===== src/rtl/sine_table_loader.sv =====
// Boot-time loader for the quarter-wave sine table RAM: it accepts host words over a
// valid/ready handshake, writes them out in index order, and flags when the table is complete.
module sine_table_loader #(
  parameter int ADDR_WIDTH = 14,
  parameter int DATA_WIDTH = 15
) (
  input  logic                  i_Clock,
  input  logic                  i_Reset_n,
  input  logic                  i_Start,
  input  logic                  i_WriteValid,
  input  logic [15:0]           i_WriteData,
  output logic                  o_WriteReady,
  output logic                  o_RamWriteEnable,
  output logic [ADDR_WIDTH-1:0] o_RamWriteAddress,
  output logic [DATA_WIDTH-1:0] o_RamWriteData,
  output logic                  o_Busy,
  output logic                  o_TableReady,
  output logic                  o_Error,
  output logic [15:0]           o_Checksum
);

  typedef enum logic [1:0] {IDLE, LOAD, DONE, ERROR} state_t;

  localparam logic [15:0]           SAMPLE_MASK = 16'((32'd1 << DATA_WIDTH) - 32'd1);
  localparam logic [ADDR_WIDTH-1:0] INDEX_ONE   = 1;
  localparam logic [ADDR_WIDTH-1:0] INDEX_LAST  = '1;

  state_t                state, state_next;
  logic [ADDR_WIDTH-1:0] index, index_next;
  logic [ADDR_WIDTH-1:0] wr_addr, wr_addr_next;
  logic [DATA_WIDTH-1:0] wr_data, wr_data_next;
  logic                  wr_en, wr_en_next;
  logic [15:0]           checksum, checksum_next;
  logic                  accept;
  logic                  word_ok;
  logic [15:0]           sample;

  assign accept  = i_WriteValid && (state == LOAD);
  assign word_ok = (i_WriteData & ~SAMPLE_MASK) == 16'd0;
  assign sample  = i_WriteData & SAMPLE_MASK;

  always_comb begin
    state_next    = state;
    index_next    = index;
    wr_addr_next  = wr_addr;
    wr_data_next  = wr_data;
    wr_en_next    = 1'b0;
    checksum_next = checksum;
    // A start always wins, so a word accepted on the same edge is dropped.
    if (i_Start) begin
      state_next    = LOAD;
      index_next    = '0;
      checksum_next = '0;
    end else if (accept) begin
      if (word_ok) begin
        wr_en_next    = 1'b1;
        wr_addr_next  = index;
        wr_data_next  = sample[DATA_WIDTH-1:0];
        checksum_next = checksum + sample;
        index_next    = index + INDEX_ONE;
        if (index == INDEX_LAST) begin
          state_next = DONE;
        end
      end else begin
        state_next = ERROR;
      end
    end
  end

  always_ff @(posedge i_Clock or negedge i_Reset_n) begin
    if (!i_Reset_n) begin
      state    <= IDLE;
      index    <= '0;
      wr_addr  <= '0;
      wr_data  <= '0;
      wr_en    <= 1'b0;
      checksum <= '0;
    end else begin
      state    <= state_next;
      index    <= index_next;
      wr_addr  <= wr_addr_next;
      wr_data  <= wr_data_next;
      wr_en    <= wr_en_next;
      checksum <= checksum_next;
    end
  end

  assign o_WriteReady      = (state == LOAD);
  assign o_Busy            = (state == LOAD);
  assign o_TableReady      = (state == DONE);
  assign o_Error           = (state == ERROR);
  assign o_RamWriteEnable  = wr_en;
  assign o_RamWriteAddress = wr_addr;
  assign o_RamWriteData    = wr_data;
  assign o_Checksum        = checksum;

endmodule


===== config.mk =====
export PLATFORM = sky130hd
export DESIGN_NAME = sine_table_loader
export DESIGN_NICKNAME = d
export VERILOG_FILES = /design/src/rtl/sine_table_loader.sv
export SDC_FILE = /design/constraint.sdc
export NUM_CORES = 1
export LEC_CHECK = 0
export ABC_AREA = 1
export ABC_CLOCK_PERIOD_IN_PS = 4030
export CAP_MARGIN = 30
export CORE_MARGIN = 3
export CORE_UTILIZATION = 58
export CTS_BUF_LIST = sky130_fd_sc_hd__clkbuf_4 sky130_fd_sc_hd__clkbuf_8
export CTS_CLUSTER_SIZE = 10
export DETAILED_ROUTE_END_ITERATION = 10
export MAX_ROUTING_LAYER = met4
export PLACE_DENSITY = 0.9
export SLEW_MARGIN = 20
export SYNTH_ARGS = -nofsm -noshare
export SYNTH_HDL_FRONTEND = slang
export SYNTH_SLANG_ARGS = --single-unit

===== constraint.sdc =====
create_clock -name i_Clock -period 4.03 [get_ports i_Clock]
set_clock_uncertainty 0.15 [all_clocks]
set_input_delay 1.0075 -clock i_Clock [delete_from_list [all_inputs] [get_ports i_Clock]]
set_output_delay 1.0075 -clock i_Clock [all_outputs]
set_load 0.02 [all_outputs]

==> results of run 1 <==
power groups by stage:
stage | Clock [µW] | Combinational (µW) | Sequential (µW)
finish | 620 | 410 | 704
global route | 660 | 447 | 710
CTS | 631 | 411 | 704
detailed placement | 0 | 406 | 714
global placement | 0 | 393 | 713
floorplan | 0 | 173 | 770
stage by stage:
stage | hold slack, ns | instance area (µm²) | cells | total power [µW]
6_report | 0.324 | 4460 | 612 | 1730
5_1_grt | 0.350 | 4460 | 612 | 1820
4_1_cts | 0.324 | 4460 | 612 | 1750
3_5_place_dp | 0.308 | 4240 | 597 | 1120
3_3_place_gp | 0.305 | 4220 | 596 | 1110
2_1_floorplan | 0.347 | 3520 | 465 | 942
layout by cell type, fill, tap and decap left out, drive strengths merged, types with 2 or more instances in the layout:
| cell type | instances |
|---|---|
| clkbuf | 11 |
| a22o | 2 |
| nand3b | 5 |
| dfrtp | 62 |
| ha | 16 |
| nor3 | 10 |
| a21oi | 20 |
| clkdlybuf4s50 | 68 |
| and2 | 2 |
| nand3 | 24 |
| nand4 | 9 |
| inv | 54 |
| clkinv | 2 |
| buf | 4 |
| nand2 | 183 |
| o21ai | 29 |
| bufinv | 2 |
| nor2 | 32 |
registers in the layout, summed over array words and instances, names as in the netlist:
name	count
o_RamWriteEnable	1
state	2
o_RamWriteAddress	14
o_Checksum	16
index	14
o_RamWriteData	15
routing by layer:
metal	wire length [µm]	global-route usage	vias up
met1	3610	0.303	1577
met4	265	0.113	0
li1	-	-	1621
met3	429	0.0711	36
met5	0	-	-
met2	4640	0.484	109
kinds of logic after synthesis:
| logic type | count (synthesis) | synth area share |
|---|---|---|
| compound gates | 54 | 0.0878 |
| fa+ha+maj | 17 | 0.0626 |
| buf+inv | 66 | 0.0846 |
| flops | 62 | 0.441 |
| simple gates | 266 | 0.324 |
cell type report:
class	instances	area [µm²]	share of cell area
clock buffers	11	151	0.0340
clock inverters	4	70.1	0.0157
inverters	54	203	0.0455
multi-input cells	337	1670	0.375
flip-flops and latches	62	1550	0.348
well taps	72	90.1	0.0202
repair buffers	72	721	0.162
tightest hold or removal path, stage by stage (launching register included):
cell and delay (ns):
dfrtp_1 0.34, nand2_1 0.05, nand2_1 0.05
final timing paths:
| path | end | slack, ns | depth (start not counted) |
|---|---|---|---|
| setup reg to reg | o_Checksum[15] | 1.94 | 8 |
| hold / removal | o_RamWriteData[11] | 0.32 | 2 |
| hold reg to reg | o_RamWriteData[11] | 0.32 | 2 |
| setup / recovery | index[0] | 1.15 | 7 |
| min in group asynchronous | o_RamWriteAddress[2] | 0.44 | 1 |
| max in group asynchronous | o_Checksum[13] | 2.51 | 3 |
==> impl_metrics.ini, run 1 <==
[run_status]
status = finished, final reports clean

[pwr]
vdd_drop_max_mv = 0.247
internal_power_uw = 1220
p_switching_uw = 517
pwr-share-seq = 0.406
clockPowerShare = 0.358
swShare = 0.298
combPwrFrac = 0.236
p_leak_uw = 0.00226
power.density_nw_per_um2 = 389

[setup_path]
cp_top_family = buffers and inverters
start_kind = input pin
required_ns = 4.10
critPathMaxFanout = 47
r2r-start = o_Checksum[2]
path_buf_inv = 3
end_kind = flip-flop
path_class = in2reg
cp_slowest_stage_delay_ns = 0.60
worstPathArrival_ns = 2.96
path_common_cell = inv_2
startpoint = i_Start
cp_slowest_cell = clkdlybuf4s50_1
path_cells = clkdlybuf4s50_1, inv_2, nand2_2, nor2_8, inv_2, nor2_1, o21bai_1

[min_path]
hold_path.class = reg2reg
min_from = o_RamWriteData[11]

[run]
drv_cap = 0

[timing]
setup_ws_ns = 1.15
post-route-min-period_ns = 2.88
timing_hold_violations_final = 0
rsz0062_at_grt = no
post-route-period-util = 0.715
drv_slew = 0
fmax_mhz = 347
setup_tns_ns = 0
max_slew.worst_pin.slew_ns = 0.811
setup_viol = 0
relSlewSlack = 0.458

[floorplan]
die-area_um2 = 7040
core_um2 = 5680
die_x_um = 83.9
die_height_um = 83.9
initial_core_util = 0.620
rows = 27
io_pins = 70

[clock_network]
cts_resized = 0
root_buffer = clkbuf_8
cts_tree = done
cts_made_buffers = 9
post-cts-setup-buffers = 0
htree_levels = 3
clock-sinks = 62
clk_pin_slew_ns = 0.07
clk_path_buf_depth = 2
clk_latency_ns = 0.35
hold_buffers = 0

[placed_design]
dp_slack_ns = 0.787
dp_hpwl_mm = 6.42
gp_congestion = 0.877
port_buffers = 69

[global_route]
first_global_vias = 3424
antenna_found_initial = 0
grt_pass1_wl_mm = 15.4
grt_use_total = 0.278
grt_max_degree = 48
gr-total-overflow = 0

[route]
wl_per_cell_um = 14.6
vias_per_cell = 5.46
vias = 3343
wirelength_mm = 8.95
drc_errors = 0
drt-pass1-iter-count = 5
ant_nets = 0
drtIter0Drc = 173

[yosys]
yosysSeqAreaShare = 0.441
synth_area_per_cell_um2 = 7.57
synth-async-reset-ratio = 1.00
synth.area.top_cells = dfrtp_1 44%, nand2_1 19%, ha_1 5.7%, inv_1 5.4%, nand3_1 3.4%
yosysMostFrequentCell = nand2_1
ys_types = 31
synthCells = 465
syn_nets = 502
netlist_top_cells_count = 178 x nand2_1, 62 x dfrtp_1, 51 x inv_1
synth_edf_count = 0
synth_seq_cells = 62
synth_top_area_cell = dfrtp_1
ys_warn_count = 0
synthesis.area_um2 = 3520
synth_ff_type = dfrtp_1
synth_top_area_share = 0.441

[finish]
antenna_cells = 0
drive_gt1_frac = 0.0704
post-route-util = 0.785
nets = 573
syn_to_final_growth_pct = 26.6
fillCellCount = 404
Power figures use the tool's default switching activity.
==> run 2, diff against run 1 <==
ABC_CLOCK_PERIOD_IN_PS = 2600   (was 4030)
CORE_UTILIZATION = 48   (was 58)
PLACE_DENSITY = 0.8   (was 0.9)
clock period = 2.6 ns   (was 4.03 ns; I/O delays follow)
==> impl_metrics.ini, run 2 (same netlist as run 1, synthesis figures left out) <==
[run_status]
status = finished, final reports clean

[route]
vias_per_cell = 5.07
wl_per_cell_um = 13.4
vias = 3278
drtIter0Drc = 112
drc_errors = 0
ant_nets = 0
wirelength_mm = 8.66
drt-pass1-iter-count = 4

[timing]
post-route-min-period_ns = 2.38
rsz0062_at_grt = no
post-route-period-util = 0.916
fmax_mhz = 420
max_slew.worst_pin.slew_ns = 0.463
timing_hold_violations_final = 0
setup_viol = 0
relSlewSlack = 0.689
drv_slew = 0
setup_tns_ns = 0

[floorplan]
core_um2 = 6940
io_pins = 70
die_height_um = 91.6
die-area_um2 = 8400
die_x_um = 91.6
rows = 30
initial_core_util = 0.507

[finish]
nets = 582
fillCellCount = 578
post-route-util = 0.657
syn_to_final_growth_pct = 29.6
drive_gt1_frac = 0.0873
largest_reg_flops = 16
antenna_cells = 0
layout_commonest_cell = nand2_1
layout_common_cells = 178 x nand2_1, 68 x clkdlybuf4s50_1, 62 x dfrtp_1

[clock_network]
post-cts-setup-buffers = 0
root_buffer = clkbuf_8
cts_made_buffers = 9
clk_pin_slew_ns = 0.07
htree_levels = 3
clock-sinks = 62
hold_buffers = 0
clk_latency_ns = 0.34
cts_resized = 0
cts_tree = done
clk_path_buf_depth = 2

[run]
drv_cap = 0

[global_route]
antenna_found_initial = 0
grt_pass1_wl_mm = 15.0
first_global_vias = 3334
gr-total-overflow = 0
grt_use_total = 0.225
grt_max_degree = 63

[placed_design]
dp_hpwl_mm = 6.36
gp_congestion = 0.895
port_buffers = 69

[min_path]
hold_path.class = in2async

[setup_path]
path_class = reg2out
required_ns = 1.80
r2r-start = o_Checksum[3]
critPathMaxFanout = 4
start_kind = flip-flop
startpoint = state[1]
end_kind = output pin
worstPathArrival_ns = 1.58

[pwr]
power.density_nw_per_um2 = 588
vdd_drop_max_mv = 0.336
p_leak_uw = 0.00230
[run 2: path summary, 6_finish.rpt]
check	endpoint	slack, ns	depth (start not counted)
min in group i_Clock	o_RamWriteData[4]	0.33	2
setup reg to reg	o_Checksum[13]	0.68	9
setup / recovery	o_Busy	0.22	2
max in group asynchronous	o_Checksum[11]	1.88	2
hold / removal	o_RamWriteAddress[3]	0.16	2
hold reg to reg	o_RamWriteData[4]	0.33	2
[run 2: power breakdown]
group          switching, µW  internal (µW)
clock network            391            548
registers               51.1           1040
logic                    372            279
total                    814           1870
[run 2: layer usage]
layer  wire length [µm]  global-route usage  vias up
met5                  0                   -        -
met4                153              0.0716        0
li1                   -                   -     1643
met2               4340               0.378       91
met1               3740               0.269     1527
met3                431              0.0500       17
[run 2: metrics by stage]
stage          cells  hold WS, ns  setup WS (ns)  area, µm²  total power [µW]
2_1_floorplan    465        0.204          0.575       3520              1460
3_3_place_gp     630        0.306        -0.0233       4350              1740
3_5_place_dp     630        0.312        -0.0421       4350              1760
4_1_cts          646        0.171          0.198       4560              2710
5_1_grt          646        0.175          0.150       4560              2820
6_report         646        0.162          0.220       4560              2680
[run 2: layout make-up]
type                       count  area, µm²  share of cell area
clock buffer                  10        131              0.0288
timing repair buffer          81        801               0.175
tap                           96        120              0.0263
multi-input combinational    337       1670               0.366
inverter                      54        203              0.0444
sequential                    62       1550               0.340
clock inverter                 6       86.3              0.0189
[run 2: worst max-delay path: stages (launching register included)]
cell	delay, ns
dfrtp_1	0.43
nor2_4	0.18
clkdlybuf4s50_1	0.63
==> run 3, diff against run 2 <==
ABC_CLOCK_PERIOD_IN_PS = not set   (was 2600)
CTS_BUF_LIST = sky130_fd_sc_hd__clkbuf_2 sky130_fd_sc_hd__clkbuf_4 sky130_fd_sc_hd__clkbuf_8   (was sky130_fd_sc_hd__clkbuf_4 sky130_fd_sc_hd__clkbuf_8)
==> results of run 3 <==
Same layout as run 2: the final DEF is identical, and so are final timing and power.
